[src/rtl/xgcd_job_scheduler.sv]
// xgcd_job_scheduler: APB job queue dispatching to the 255/1279 XGCD units with a completion FIFO and IRQ
module xgcd_job_scheduler #(
  parameter int QUEUE_DEPTH = 4,
  parameter int TAG_W = 4,
  parameter int TMO_W = 16
) (
  input  logic        clk_in_system,
  input  logic        reset,
  input  logic [7:0]  PADDR,
  input  logic        PSEL,
  input  logic        PENABLE,
  input  logic        PWRITE,
  input  logic [31:0] PWDATA,
  output logic [31:0] PRDATA,
  output logic        PREADY,
  output logic        PSLVERR,
  output logic        start_255,
  output logic        start_1279,
  input  logic        done_255,
  input  logic        done_1279,
  output logic        irq
);
  localparam int AW = $clog2(QUEUE_DEPTH);
  typedef enum logic [1:0] {IDLE, START, RUN, CMPL} state_t;
  logic             acc_wr, acc_rd, enable_q, irq_q, unused_ok;
  logic [5:0]       addr;
  logic [TMO_W-1:0] tmo_q;
  logic [1:0]       irq_en_q, irq_stat_q, irq_stat_d;
  logic [TAG_W:0]   sq_mem_q [QUEUE_DEPTH];
  logic [TAG_W+1:0] cq_mem_q [QUEUE_DEPTH];
  logic [AW-1:0]    sq_wr_q, sq_rd_q, cq_wr_q, cq_rd_q;
  logic [AW:0]      sq_cnt_q, cq_cnt_q;
  state_t           state_q [2];
  state_t           state_d [2];
  logic [TMO_W-1:0] timer_q [2];
  logic [TAG_W-1:0] tag_q [2];
  logic [1:0]       tmo_flag_q, done, busy, expire, push, issue_u;
  logic             sub_wr, sub_push, sub_drop, flush, issue, cq_pop, cq_push, sq_full, sq_empty, cq_empty;
  logic [TAG_W:0]   head;
  logic [TAG_W+1:0] cq_entry, cq_head;
  logic [AW+1:0]    load;
  logic [31:0]      status, cmpl_rd;
  assign addr = PADDR[7:2];
  assign unused_ok = ^{PADDR[1:0], PWDATA};
  assign acc_wr = PSEL & PENABLE & PWRITE;
  assign acc_rd = PSEL & PENABLE & ~PWRITE;
  assign done = {done_1279, done_255};
  assign sub_wr = acc_wr && addr == 6'h2;
  assign sq_full = sq_cnt_q == (AW+1)'(QUEUE_DEPTH);
  assign sq_empty = sq_cnt_q == '0;
  assign cq_empty = cq_cnt_q == '0;
  assign sub_push = sub_wr & ~sq_full;
  assign sub_drop = sub_wr & sq_full;
  assign flush = acc_wr && addr == 6'h0 && PWDATA[1];
  assign head = sq_mem_q[sq_rd_q];
  assign cq_head = cq_mem_q[cq_rd_q];
  for (genvar u = 0; u < 2; u++) begin : g_unit
    assign busy[u] = state_q[u] != IDLE;
    assign expire[u] = tmo_q != '0 && timer_q[u] == tmo_q - 1'b1;
  end
  // reserve one completion slot per busy unit so a completion push can never overflow
  assign load = (AW+2)'(cq_cnt_q) + (AW+2)'(busy[0]) + (AW+2)'(busy[1]);
  assign issue = enable_q & ~flush & ~sq_empty & ~busy[head[TAG_W]] & (load < (AW+2)'(QUEUE_DEPTH));
  assign issue_u = {issue & head[TAG_W], issue & ~head[TAG_W]};
  assign push[0] = state_q[0] == CMPL;
  assign push[1] = state_q[1] == CMPL & ~push[0];
  assign cq_push = |push;
  assign cq_entry = {tmo_flag_q[push[1]], push[1], tag_q[push[1]]};
  assign cq_pop = acc_rd && addr == 6'h3 && !cq_empty;
  assign irq_stat_d = (irq_stat_q & ~((acc_wr && addr == 6'h5) ? PWDATA[1:0] : 2'b00))
                    | {sub_drop | (cq_push & cq_entry[TAG_W+1]), cq_push};
  assign start_255 = state_q[0] == START;
  assign start_1279 = state_q[1] == START;
  assign PREADY = 1'b1;
  assign PSLVERR = sub_drop;
  assign irq = irq_q;
  // per-unit next state: issue -> start pulse -> run until done/timeout -> wait for completion push
  always_comb begin
    for (int u = 0; u < 2; u++) begin
      state_d[u] = state_q[u];
      case (state_q[u])
        IDLE:  state_d[u] = issue_u[u] ? START : IDLE;
        START: state_d[u] = RUN;
        RUN:   state_d[u] = (done[u] || expire[u]) ? CMPL : RUN;
        CMPL:  state_d[u] = push[u] ? IDLE : CMPL;
      endcase
    end
  end
  // APB read mux; CMPL returns all zeros when the completion FIFO is empty
  always_comb begin
    status = '0;
    status[3:0] = 4'(sq_cnt_q);
    status[4] = sq_full;
    status[5] = sq_empty;
    status[11:8] = 4'(cq_cnt_q);
    status[13:12] = busy;
    cmpl_rd = '0;
    cmpl_rd[TAG_W-1:0] = cq_head[TAG_W-1:0];
    cmpl_rd[8] = cq_head[TAG_W];
    cmpl_rd[9] = cq_head[TAG_W+1];
    cmpl_rd[31] = 1'b1;
    PRDATA = '0;
    if (acc_rd)
      case (addr)
        6'h0:    PRDATA = {31'b0, enable_q};
        6'h1:    PRDATA = status;
        6'h3:    PRDATA = cq_empty ? '0 : cmpl_rd;
        6'h4:    PRDATA = 32'(tmo_q);
        6'h5:    PRDATA = {30'b0, irq_stat_q};
        6'h6:    PRDATA = {30'b0, irq_en_q};
        default: PRDATA = '0;
      endcase
  end
  // registers, both FIFOs and unit state
  always_ff @(posedge clk_in_system) begin
    if (reset) begin
      enable_q <= 1'b0;
      tmo_q <= '0;
      irq_en_q <= '0;
      irq_stat_q <= '0;
      irq_q <= 1'b0;
      sq_wr_q <= '0;
      sq_rd_q <= '0;
      sq_cnt_q <= '0;
      cq_wr_q <= '0;
      cq_rd_q <= '0;
      cq_cnt_q <= '0;
      tmo_flag_q <= '0;
      for (int i = 0; i < QUEUE_DEPTH; i++) begin
        sq_mem_q[i] <= '0;
        cq_mem_q[i] <= '0;
      end
      for (int u = 0; u < 2; u++) begin
        state_q[u] <= IDLE;
        timer_q[u] <= '0;
        tag_q[u] <= '0;
      end
    end else begin
      if (acc_wr && addr == 6'h0) enable_q <= PWDATA[0];
      if (acc_wr && addr == 6'h4) tmo_q <= PWDATA[TMO_W-1:0];
      if (acc_wr && addr == 6'h6) irq_en_q <= PWDATA[1:0];
      irq_stat_q <= irq_stat_d;
      irq_q <= |(irq_stat_q & irq_en_q);
      if (sub_push) sq_mem_q[sq_wr_q] <= {PWDATA[0], PWDATA[8 +: TAG_W]};
      sq_wr_q <= flush ? '0 : sq_wr_q + AW'(sub_push);
      sq_rd_q <= flush ? '0 : sq_rd_q + AW'(issue);
      sq_cnt_q <= flush ? '0 : sq_cnt_q + (AW+1)'(sub_push) - (AW+1)'(issue);
      if (cq_push) cq_mem_q[cq_wr_q] <= cq_entry;
      cq_wr_q <= cq_wr_q + AW'(cq_push);
      cq_rd_q <= cq_rd_q + AW'(cq_pop);
      cq_cnt_q <= cq_cnt_q + (AW+1)'(cq_push) - (AW+1)'(cq_pop);
      for (int u = 0; u < 2; u++) begin
        state_q[u] <= state_d[u];
        if (issue_u[u]) tag_q[u] <= head[TAG_W-1:0];
        timer_q[u] <= state_q[u] == START ? '0 : state_q[u] == RUN ? timer_q[u] + 1'b1 : timer_q[u];
        if (state_q[u] == RUN && state_d[u] == CMPL) tmo_flag_q[u] <= ~done[u];
      end
    end
  end
endmodule

[config.mk]
export PLATFORM = sky130hd
export DESIGN_NAME = xgcd_job_scheduler
export DESIGN_NICKNAME = d
export VERILOG_FILES = /design/src/rtl/xgcd_job_scheduler.sv
export SDC_FILE = /design/constraint.sdc
export NUM_CORES = 1
export LEC_CHECK = 0
export ABC_AREA = 1
export BUFFER_PORTS_ARGS = -buffer_cell sky130_fd_sc_hd__clkbuf_2
export CAP_MARGIN = 20
export CORE_ASPECT_RATIO = 0.6
export CORE_MARGIN = 2
export CORE_UTILIZATION = 55
export CTS_CLUSTER_SIZE = 16
export DETAILED_ROUTE_END_ITERATION = 7
export PLACE_DENSITY = 0.86
export SYNTH_ARGS = -nofsm -noshare
export SYNTH_HDL_FRONTEND = slang
export SYNTH_SLANG_ARGS = --single-unit
[constraint.sdc]
create_clock -name clk_in_system -period 3.86 [get_ports clk_in_system]
set_clock_uncertainty 0.05 [all_clocks]
set_input_delay 0.772 -clock clk_in_system [delete_from_list [all_inputs] [get_ports clk_in_system]]
set_output_delay 0.772 -clock clk_in_system [all_outputs]
set_load 0.05 [all_outputs]
==> summary.txt <==
Die width -> 150 µm
CP max stage cell -> o32ai_1
Core area -> 12300 µm²
Syn_area_per_cell -> 7.57 µm²
Number of synthesized flops with an enable pin -> 52
Yosys top cell by area -> edfxtp_1
Vias in the first global route -> 5853
Final-report setup violation count -> 0
Max-Cap Viols -> 0
Cell Rows -> 31
DP Worst Slack -> 0.555 ns
Status -> finished, final reports clean
Final hold violations -> 0
Synth Area in XOR/XNOR -> 3.11%
Initial Utilization -> 57.4%
Most common cell after layout, fill and taps aside -> nor2_1
Worst slew margin -> 31.6%
Worst Reg2Reg Path Length in Cells -> 19
Worst Tran Pin Value -> 1.01 ns
Peak VDD IR -> 0.000336 V
ANT nets after route -> 0
Wire per inst -> 16.2 µm
TritonCTS Buffers -> 17
CP Max Fanout -> 14
Critical path cell sequence -> inv_1 > nor2_1 > o32ai_1 > a22oi_1 > a31oi_1 > clkbuf_2
Slew Limit Fails -> 0
Final critical-path required period -> 3.37 ns
Synth Cell Area -> 7040 µm²
Cell Pwr Density -> 397 nW/µm²
# port buffers -> 49
Total detailed-routing wirelength -> 18.9 mm
Final period utilization -> 87.3%
Worst path max stage delay -> 0.61 ns
CP required -> 3.04 ns
Grt total ovfl -> 0
Total track usage -> 28.8%
Clk buf depth -> 2
Leak -> 3.41 nW
Ports -> 84
Critical R2R Capture -> sq_cnt_q[2]$_SDFF_PP0_
CTS tree -> built
H-tree Lvls -> 4
Fmax -> 297 MHz
TNS Setup -> 0 ns
Critical path class -> reg2out
Post-synth ARST share -> 0%
Number of synthesized register bits -> 126
Clock root buffer -> clkbuf_16
Post-CTS Resized -> 0
First-pass GRT wire length -> 30.2 mm
Placed wire-length estimate -> 14.2 mm
N_diodes -> 0
Critical path capture point type -> output pin
Hold Startpoint -> tmo_flag_q[1]$_SDFFE_PP0P_
Residual DRC -> 0
Worst setup margin -> 0.489 ns
Synth Area in Adders -> 3.77%
TritonCTS Sinks -> 126
Ranking of synthesized cells by area -> edfxtp_1 (22%), dfxtp_1 (21%), nor2_1 (8.6%)
Via count -> 6547
Worst-path clk slew -> 0.06 ns
Worst r2r src -> state_q[0][2]$_SDFF_PP0_
Pin count of the biggest net entering global routing -> 34
Worst R2R Setup Slack -> 0.59 ns
Synth Flop Type -> dfxtp_1
Final net count -> 1053
Crit path to -> PRDATA[1]
RD Place Congestion -> 0.982
Vias per cell -> 5.62
Hold-fix buffers at CTS -> 0
Post-synthesis mux area share -> 0%
Critical Path Start Type -> flip-flop
Layout cells sized above 1 -> 12.1%
Seq/Total Area, Yosys -> 43.3%
Syn Inst Count -> 929
Initial antenna violation count -> 0
RSZ-0062 raised after global routing -> false
Warnings from Yosys -> 0
Clock latency on the worst-skew pair -> 0.42 ns
Setup repair bufs after CTS -> 0
Area growth syn-to-layout -> 13.4%
Share of the synthesized area in the top cell type -> 22.2%
Die area -> 13700 µm²
Number of distinct library cells after synthesis -> 48
Drt initial violations -> 1016
Die Span Y -> 91.6 µm
HP Class -> reg2reg
Pre-antenna DRT Iters -> 6
Commonest cells after routing, fill and taps aside -> nor2_1 (161), nand2_1 (160), inv_1 (119), dfxtp_1 (74)
Critical path origin -> cq_rd_q[0]$_SDFF_PP0_
Crit path DAT -> 2.55 ns
Main combinational cell family by area after synthesis -> simple AND/OR/NAND/NOR gates
Synth Area in Simple Gates -> 28.5%
Compound-Gate Fraction of Synth Area -> 11.6%
-- worst min-delay path by stage --
stage	to	slack, ns	cells after the start
after floorplan	irq$_SDFF_PP0_	0.39	2
after global placement	tmo_flag_q[1]$_SDFFE_PP0P_	0.42	2
after detailed placement	tmo_flag_q[1]$_SDFFE_PP0P_	0.42	2
after CTS	tmo_flag_q[1]$_SDFFE_PP0P_	0.42	2
after global routing	tmo_flag_q[1]$_SDFFE_PP0P_	0.45	2
final	tmo_flag_q[1]$_SDFFE_PP0P_	0.43	2
-- cells by family (layout without fill, tap and decap cells) --
logic type / after synthesis / after routing
AOI/OAI and AO/OA: 146 / 146
buffers and inverters: 158 / 214
adders and majority gates: 20 / 20
and+or+nand+nor: 452 / 452
xor gates and xnor gates: 25 / 25
other: 2 / 16
DFF: 126 / 126
-- power by group --
group | total (W) | leakage (nW) | internal, W | switching, W
sequential | 0.00141 | 1.14 | 0.00140 | 0.00000642
combinational | 0.000140 | 1.99 | 0.0000310 | 0.000109
clock | 0.00162 | 0.286 | 0.00101 | 0.000608
-- through the flow --
stage                     hold slack (ns)  utilization [%]  instances  instance area [µm²]  power [W]
after floorplan                     0.389                -        943                 7090    0.00154
after global placement              0.421             60.2       1132                 7380    0.00157
after detailed placement            0.423             60.2       1132                 7380    0.00157
after CTS                           0.421             65.1       1164                 7980    0.00317
after global routing                0.448             65.1       1164                 7980    0.00324
final                               0.426             65.1       1164                 7980    0.00317
-- sequential cells by signal, indices dropped and copies added, names as in the netlist, 3 cells and up --
register and cells:
timer_q 32, cq_mem_q 24, sq_mem_q 20, tmo_q 16, tag_q 8, state_q 4, cq_cnt_q 3, sq_cnt_q 3
-- critical path, delay by kind of cell (launching register included) --
kind / cells / cell delay [ns]
AOI/OAI and AO/OA: 3 / 0.93
buffers and inverters: 2 / 0.67
and+or+nand+nor: 1 / 0.07
DFF: 1 / 0.46
-- metal layers --
layer  up-vias  share of wire (%)  track usage [%]
li1       3144                  -                -
met1      3005                 44             43.5
met2       360                 41             38.8
met3        38                 14             9.75
met4         0                1.7             7.86
met5         -                  0                0
-- cell usage after synthesis (5+ instances only) --
cell type / instances
a21oi_1: 60
nand3_1: 60
nand4_1: 7
nor2_4: 6
xor2_1: 17
a31oi_1: 6
nor2_2: 5
xnor2_1: 8
nand2_2: 8
dfxtp_1: 74
a22oi_1: 6
o21ai_0: 52
nor2_1: 161
clkbuf_1: 10
ha_1: 18
o32ai_1: 5
buf_4: 16
edfxtp_1: 52
nor3_1: 26
inv_2: 5
inv_1: 119
nand2_1: 160
-- layout make-up --
type                       count  area (µm²)
clock buffer                  17         425
clock inverter                15         170
fill                         997        4280
inverter                     126         473
multi-input combinational    659        3360
sequential                   126        3040
tap                          165         206
timing repair buffer          56         298
No activity file was read; power rests on OpenSTA's default activity.
